File: config.mk
export PLATFORM = sky130hd
export DESIGN_NAME = pipe_skid_stage
export DESIGN_NICKNAME = d
export VERILOG_FILES = /design/src/rtl/pipe_skid_stage.sv
export SDC_FILE = /design/constraint.sdc
export NUM_CORES = 1
export LEC_CHECK = 0
export CAP_MARGIN = 5
export CELL_PAD_IN_SITES_DETAIL_PLACEMENT = 2
export CELL_PAD_IN_SITES_GLOBAL_PLACEMENT = 2
export CORE_MARGIN = 3
export CORE_UTILIZATION = 33
export CTS_CLUSTER_SIZE = 30
export DETAILED_ROUTE_END_ITERATION = 12
export PLACE_DENSITY_LB_ADDON = 0.1
export SYNTH_ARGS = -nofsm -noshare
export SYNTH_HDL_FRONTEND = slang
export SYNTH_SLANG_ARGS = --single-unit
File: constraint.sdc
create_clock -name clk -period 13.21 [get_ports clk]
set_input_delay 2.642 -clock clk [delete_from_list [all_inputs] [get_ports clk]]
set_output_delay 2.642 -clock clk [all_outputs]
set_load 0.05 [all_outputs]
File: src/rtl/pipe_skid_stage.sv
// Elastic pipeline-stage register with a 2-entry skid buffer and a synchronous flush.
// Optional saturating stall/flush performance counters are enabled by PIPE_STAGE_PERF_EN.
module pipe_skid_stage #(
  parameter int unsigned DATA_W = 154
`ifdef PIPE_STAGE_PERF_EN
  ,
  parameter int unsigned CNT_W  = 16
`endif
) (
  input  logic              clk,
  input  logic              rst,
  input  logic              flush,
  input  logic              in_valid,
  output logic              in_ready,
  input  logic [DATA_W-1:0] in_data,
  output logic              out_valid,
  input  logic              out_ready,
  output logic [DATA_W-1:0] out_data
`ifdef PIPE_STAGE_PERF_EN
  ,
  output logic [CNT_W-1:0]  stall_cnt,
  output logic [CNT_W-1:0]  flush_cnt
`endif
);

  typedef enum logic [1:0] {
    StEmpty = 2'd0,
    StFull  = 2'd1,
    StSkid  = 2'd2
  } state_e;

  state_e             r_state, w_state_d;
  logic [DATA_W-1:0]  r_main, w_main_d;
  logic [DATA_W-1:0]  r_skid, w_skid_d;

  // Both handshake outputs decode the state register only, so no ready path crosses the stage.
  assign out_valid = (r_state != StEmpty);
  assign in_ready  = (r_state != StSkid);
  // main is zeroed on every path into EMPTY, which yields the zero bubble without masking.
  assign out_data  = r_main;

  always_comb begin
    w_state_d = r_state;
    w_main_d  = r_main;
    w_skid_d  = r_skid;
    if (flush) begin
      w_state_d = StEmpty;
      w_main_d  = '0;
      w_skid_d  = '0;
    end else begin
      case (r_state)
        StEmpty: begin
          if (in_valid) begin
            w_main_d  = in_data;
            w_state_d = StFull;
          end
        end
        StFull: begin
          if (in_valid && out_ready) begin
            w_main_d = in_data;
          end else if (in_valid) begin
            w_skid_d  = in_data;
            w_state_d = StSkid;
          end else if (out_ready) begin
            w_main_d  = '0;
            w_state_d = StEmpty;
          end
        end
        StSkid: begin
          if (out_ready) begin
            w_main_d  = r_skid;
            w_skid_d  = '0;
            w_state_d = StFull;
          end
        end
        default: begin
          w_state_d = StEmpty;
          w_main_d  = '0;
          w_skid_d  = '0;
        end
      endcase
    end
  end

  always_ff @(posedge clk or posedge rst) begin
    if (rst) begin
      r_state <= StEmpty;
      r_main  <= '0;
      r_skid  <= '0;
    end else begin
      r_state <= w_state_d;
      r_main  <= w_main_d;
      r_skid  <= w_skid_d;
    end
  end

`ifdef PIPE_STAGE_PERF_EN
  logic [CNT_W-1:0] r_stall_cnt;
  logic [CNT_W-1:0] r_flush_cnt;
  logic             w_stall;

  assign w_stall   = out_valid && !out_ready;
  assign stall_cnt = r_stall_cnt;
  assign flush_cnt = r_flush_cnt;

  // Counters saturate at all-ones rather than wrapping.
  always_ff @(posedge clk or posedge rst) begin
    if (rst) begin
      r_stall_cnt <= '0;
      r_flush_cnt <= '0;
    end else begin
      if (w_stall && (r_stall_cnt != {CNT_W{1'b1}})) begin
        r_stall_cnt <= r_stall_cnt + CNT_W'(1);
      end
      if (flush && (r_flush_cnt != {CNT_W{1'b1}})) begin
        r_flush_cnt <= r_flush_cnt + CNT_W'(1);
      end
    end
  end
`endif

endmodule

==> impl_metrics.sql <==
INSERT INTO impl_metrics (metric_group, metric, value, unit) VALUES
('outcome', 'run_status', 'completed', ''),
('drt', 'route.vias.total', '12526', ''),
('global_routing', 'first_pass_grt_wire_length', '82940', 'um'),
('cts', 'cts_post_setup_buffers_inserted', '0', ''),
('synthesis', 'synth.distinct_cells', '23', ''),
('sta', 'timing.clock.skew', '0.01337', 'ns'),
('synthesis', 'synthAdderAreaFrac', '0', '%'),
('global_routing', 'globalRouteOverflowTotal', '0', ''),
('critical_path', 'nature_of_the_critical_path_startpoint', 'primary input', ''),
('cts', 'cts_hold_repair.buffers', '0', ''),
('sta', 'finalHoldViolations', '0', ''),
('synthesis', 'cells_after_synth', '1529', ''),
('sta', 'final_max_slew_viols', '0', ''),
('cts', 'cts.clk_slew.worst_paths', '0.06', 'ns'),
('drt', 'post-route-drc-count', '0', ''),
('floorplanning', 'floorplan.rows', '78', ''),
('synthesis', 'mean_instance_size_in_the_synthesized_netlist', '10.14', 'um2'),
('critical_path', 'cp_data_required_time', '13.66', 'ns'),
('drt', 'drt.antenna.violating_nets', '0', ''),
('cts', 'insertion_delay', '0.54', 'ns'),
('sta', 'layout_min_cycle_time', '5.834', 'ns'),
('drt', 'post_drt_via_cell_ratio', '5.195', ''),
('flow_run', 'cap_viol_max_count', '0', ''),
('synthesis', 'synth_compound_area_share', '13.96', '%'),
('sta', 'worst_pin_slew', '1.062', 'ns'),
('sta', 'report.final.setup_viol', '0', ''),
('global_routing', 'largest_net_degree_at_the_start_of_global_routing', '155', ''),
('global_routing', 'met1_usage', '26.39', '%'),
('placed_design', 'placement.io_buffers', '314', ''),
('placed_design', 'place_congestion', '0.6986', ''),
('global_routing', 'antenna_violations_before_repair', '4', ''),
('cells_and_area', 'fillCellCount', '4798', ''),
('critical_path', 'crit_arrival', '6.28', 'ns'),
('drt', 'detailedRoute.firstPassIterationCount', '4', ''),
('power_and_ir_drop', 'p_per_area', '132.4', 'nW/um2'),
('power_and_ir_drop', 'total_power', '2.679', 'mW'),
('floorplanning', 'core_region_area', '45870', 'um2'),
('floorplanning', 'design.die.area', '49610', 'um2'),
('cts', 'max-clock-path-buffers', '3', ''),
('global_routing', 'grt_most_used_layer', 'met2', ''),
('drt', 'dr.first_iter.drc_count', '597', ''),
('critical_path', 'critical_path.max_fanout', '54', ''),
('critical_path', 'setup.worst_path.end_class', 'flop', ''),
('cells_and_area', 'drive_above_1_share', '5.141', '%'),
('synthesis', 'yosys-mux-area-fraction', '20.18', '%'),
('cells_and_area', 'finalCoreUtilization', '44.13', '%'),
('synthesis', 'synth_seq_cells', '310', ''),
('floorplanning', 'top_level_ports', '315', ''),
('synthesis', 'largest_family_of_logic_cells_by_synthesized_area', 'multiplexers', ''),
('power_and_ir_drop', 'power.static_leakage', '8.539', 'nW'),
('sta', 'max-slew-margin-rel', '29.21', '%'),
('synthesis', 'synth_xor_area_share', '0', '%'),
('global_routing', 'gr-usage-all-layers', '20.94', '%'),
('cts', 'cts-root-buf', 'clkbuf_16', ''),
('floorplanning', 'die-width', '222.7', 'um'),
('worst_hold_path', 'holdPathStages', '1', ''),
('global_routing', 'use_met2', '37.34', '%'),
('cts', 'ctsResizeCount', '0', ''),
('synthesis', 'ys.warnings.count', '0', ''),
('synthesis', 'synth_simple_gate_area_share', '8.055', '%'),
('sta', 'final.period_utilization', '44.16', '%'),
('sta', 'fin_worst_hold_slack', '0.4993', 'ns'),
('floorplanning', 'fp.dieH', '222.7', 'um'),
('sta', 'max_freq', '0.1714', 'GHz'),
('power_and_ir_drop', 'vdd_ir_max', '0.07096', 'mV'),
('cts', 'cts_buffers', '38', ''),
('cts', 'clock_sinks', '310', ''),
('cells_and_area', 'nNetsFinal', '1941', ''),
('sta', 'final_worst_slack', '7.376', 'ns'),
('cells_and_area', 'flow.area_growth_from_synthesis', '30.57', '%'),
('critical_path', 'setup.reg_to_reg.worst_slack', '8.94', 'ns');
logic make-up (layout without fill, tap and decap cells):
logic type      count (synthesis)  count (layout)
compound gates                313             313
buf+inv                       275             555
flops                         310             310
mux                           310             310
other cells                     0               2
simple gates                  321             321
cell type report:
cell class | instances | area (um2) | area share, %
Sequential cell | 310 | 7765 | 38.36
Multi-Input combinational cell | 944 | 6553 | 32.37
Timing Repair Buffer | 333 | 3298 | 16.29
Clock buffer | 61 | 1251 | 6.181
Tap cell | 600 | 750.7 | 3.709
Inverter | 155 | 589.3 | 2.911
Clock inverter | 6 | 30.03 | 0.1483
Antenna cell | 2 | 5.005 | 0.02472
power breakdown:
group | total (mW) | switching (mW) | internal [mW]
clock | 1.07 | 0.420 | 0.646
combinational | 0.549 | 0.347 | 0.202
sequential | 1.06 | 0.0505 | 1.01
total | 2.68 | 0.818 | 1.86
per-layer routing:
| metal | up-vias | wire length, um |
|---|---|---|
| met2 | 212 | 26810 |
| met4 | 6 | 857 |
| met3 | 64 | 2157 |
| met1 | 6576 | 22650 |
| li1 | 5668 | - |
| met5 | - | 40 |
stage by stage:
step | cell area (um2) | cells
3_3_place_gp | 18960 | 2342
6_report | 20240 | 2411
5_1_grt | 20240 | 2409
2_1_floorplan | 15500 | 1529
4_1_cts | 20240 | 2409
3_5_place_dp | 18960 | 2342
critical path, cell delays in order:
cell	delay, ns
clkdlybuf4s50_1	0.71
nor2b_1	0.09
o22a_1	0.21
nor2_4	0.64
buf_4	0.91
buf_4	0.71
mux2i_1	0.27
cell usage after synthesis, drive strengths merged:
library cell | count | area (um2)
a211oi | 1 | 7.510
a21oi | 1 | 5.000
a22o | 154 | 1349
a2bb2oi | 1 | 15.01
and3b | 1 | 8.760
buf | 95 | 528.0
clkbuf | 25 | 93.84
dfrtp | 310 | 7757
inv | 155 | 581.8
mux2i | 310 | 3128
nand2 | 309 | 1160
nand2b | 1 | 6.260
nor2 | 5 | 41.29
nor2b | 3 | 18.77
nor3b | 1 | 7.510
o21ai | 154 | 770.7
o22a | 2 | 17.52
or2 | 1 | 6.260
cell usage in the layout, fill, tap and decap left out, drive strengths merged:
cell,synthesis,routed
a22o,154,154
a21oi,1,1
nor3b,1,1
a211oi,1,1
clkbuf,25,61
nor2,5,5
clkdlybuf4s50,0,314
o22a,2,2
nand2,309,309
buf,95,19
inv,155,155
diode,0,2
nand2b,1,1
and3b,1,1
dfrtp,310,310
nor2b,3,3
clkinv,0,6
a2bb2oi,1,1
mux2i,310,310
or2,1,1
o21ai,154,154
registers in the layout (all words and copies together) (netlist names):
| register | flops |
|---|---|
| r_skid | 154 |
| r_state | 2 |
| out_data | 154 |
path summary, 6_finish.rpt:
path                                    start             to
worst max-delay path                out_ready     r_skid[73]
worst min-delay path            out_data[103]  out_data[103]
worst max register to register     r_state[1]     r_skid[73]
worst min register to register  out_data[103]  out_data[103]
max in group asynchronous                 rst    r_skid[123]
min in group asynchronous                 rst   out_data[44]
Note: power is estimated with default switching activity, not from simulation.
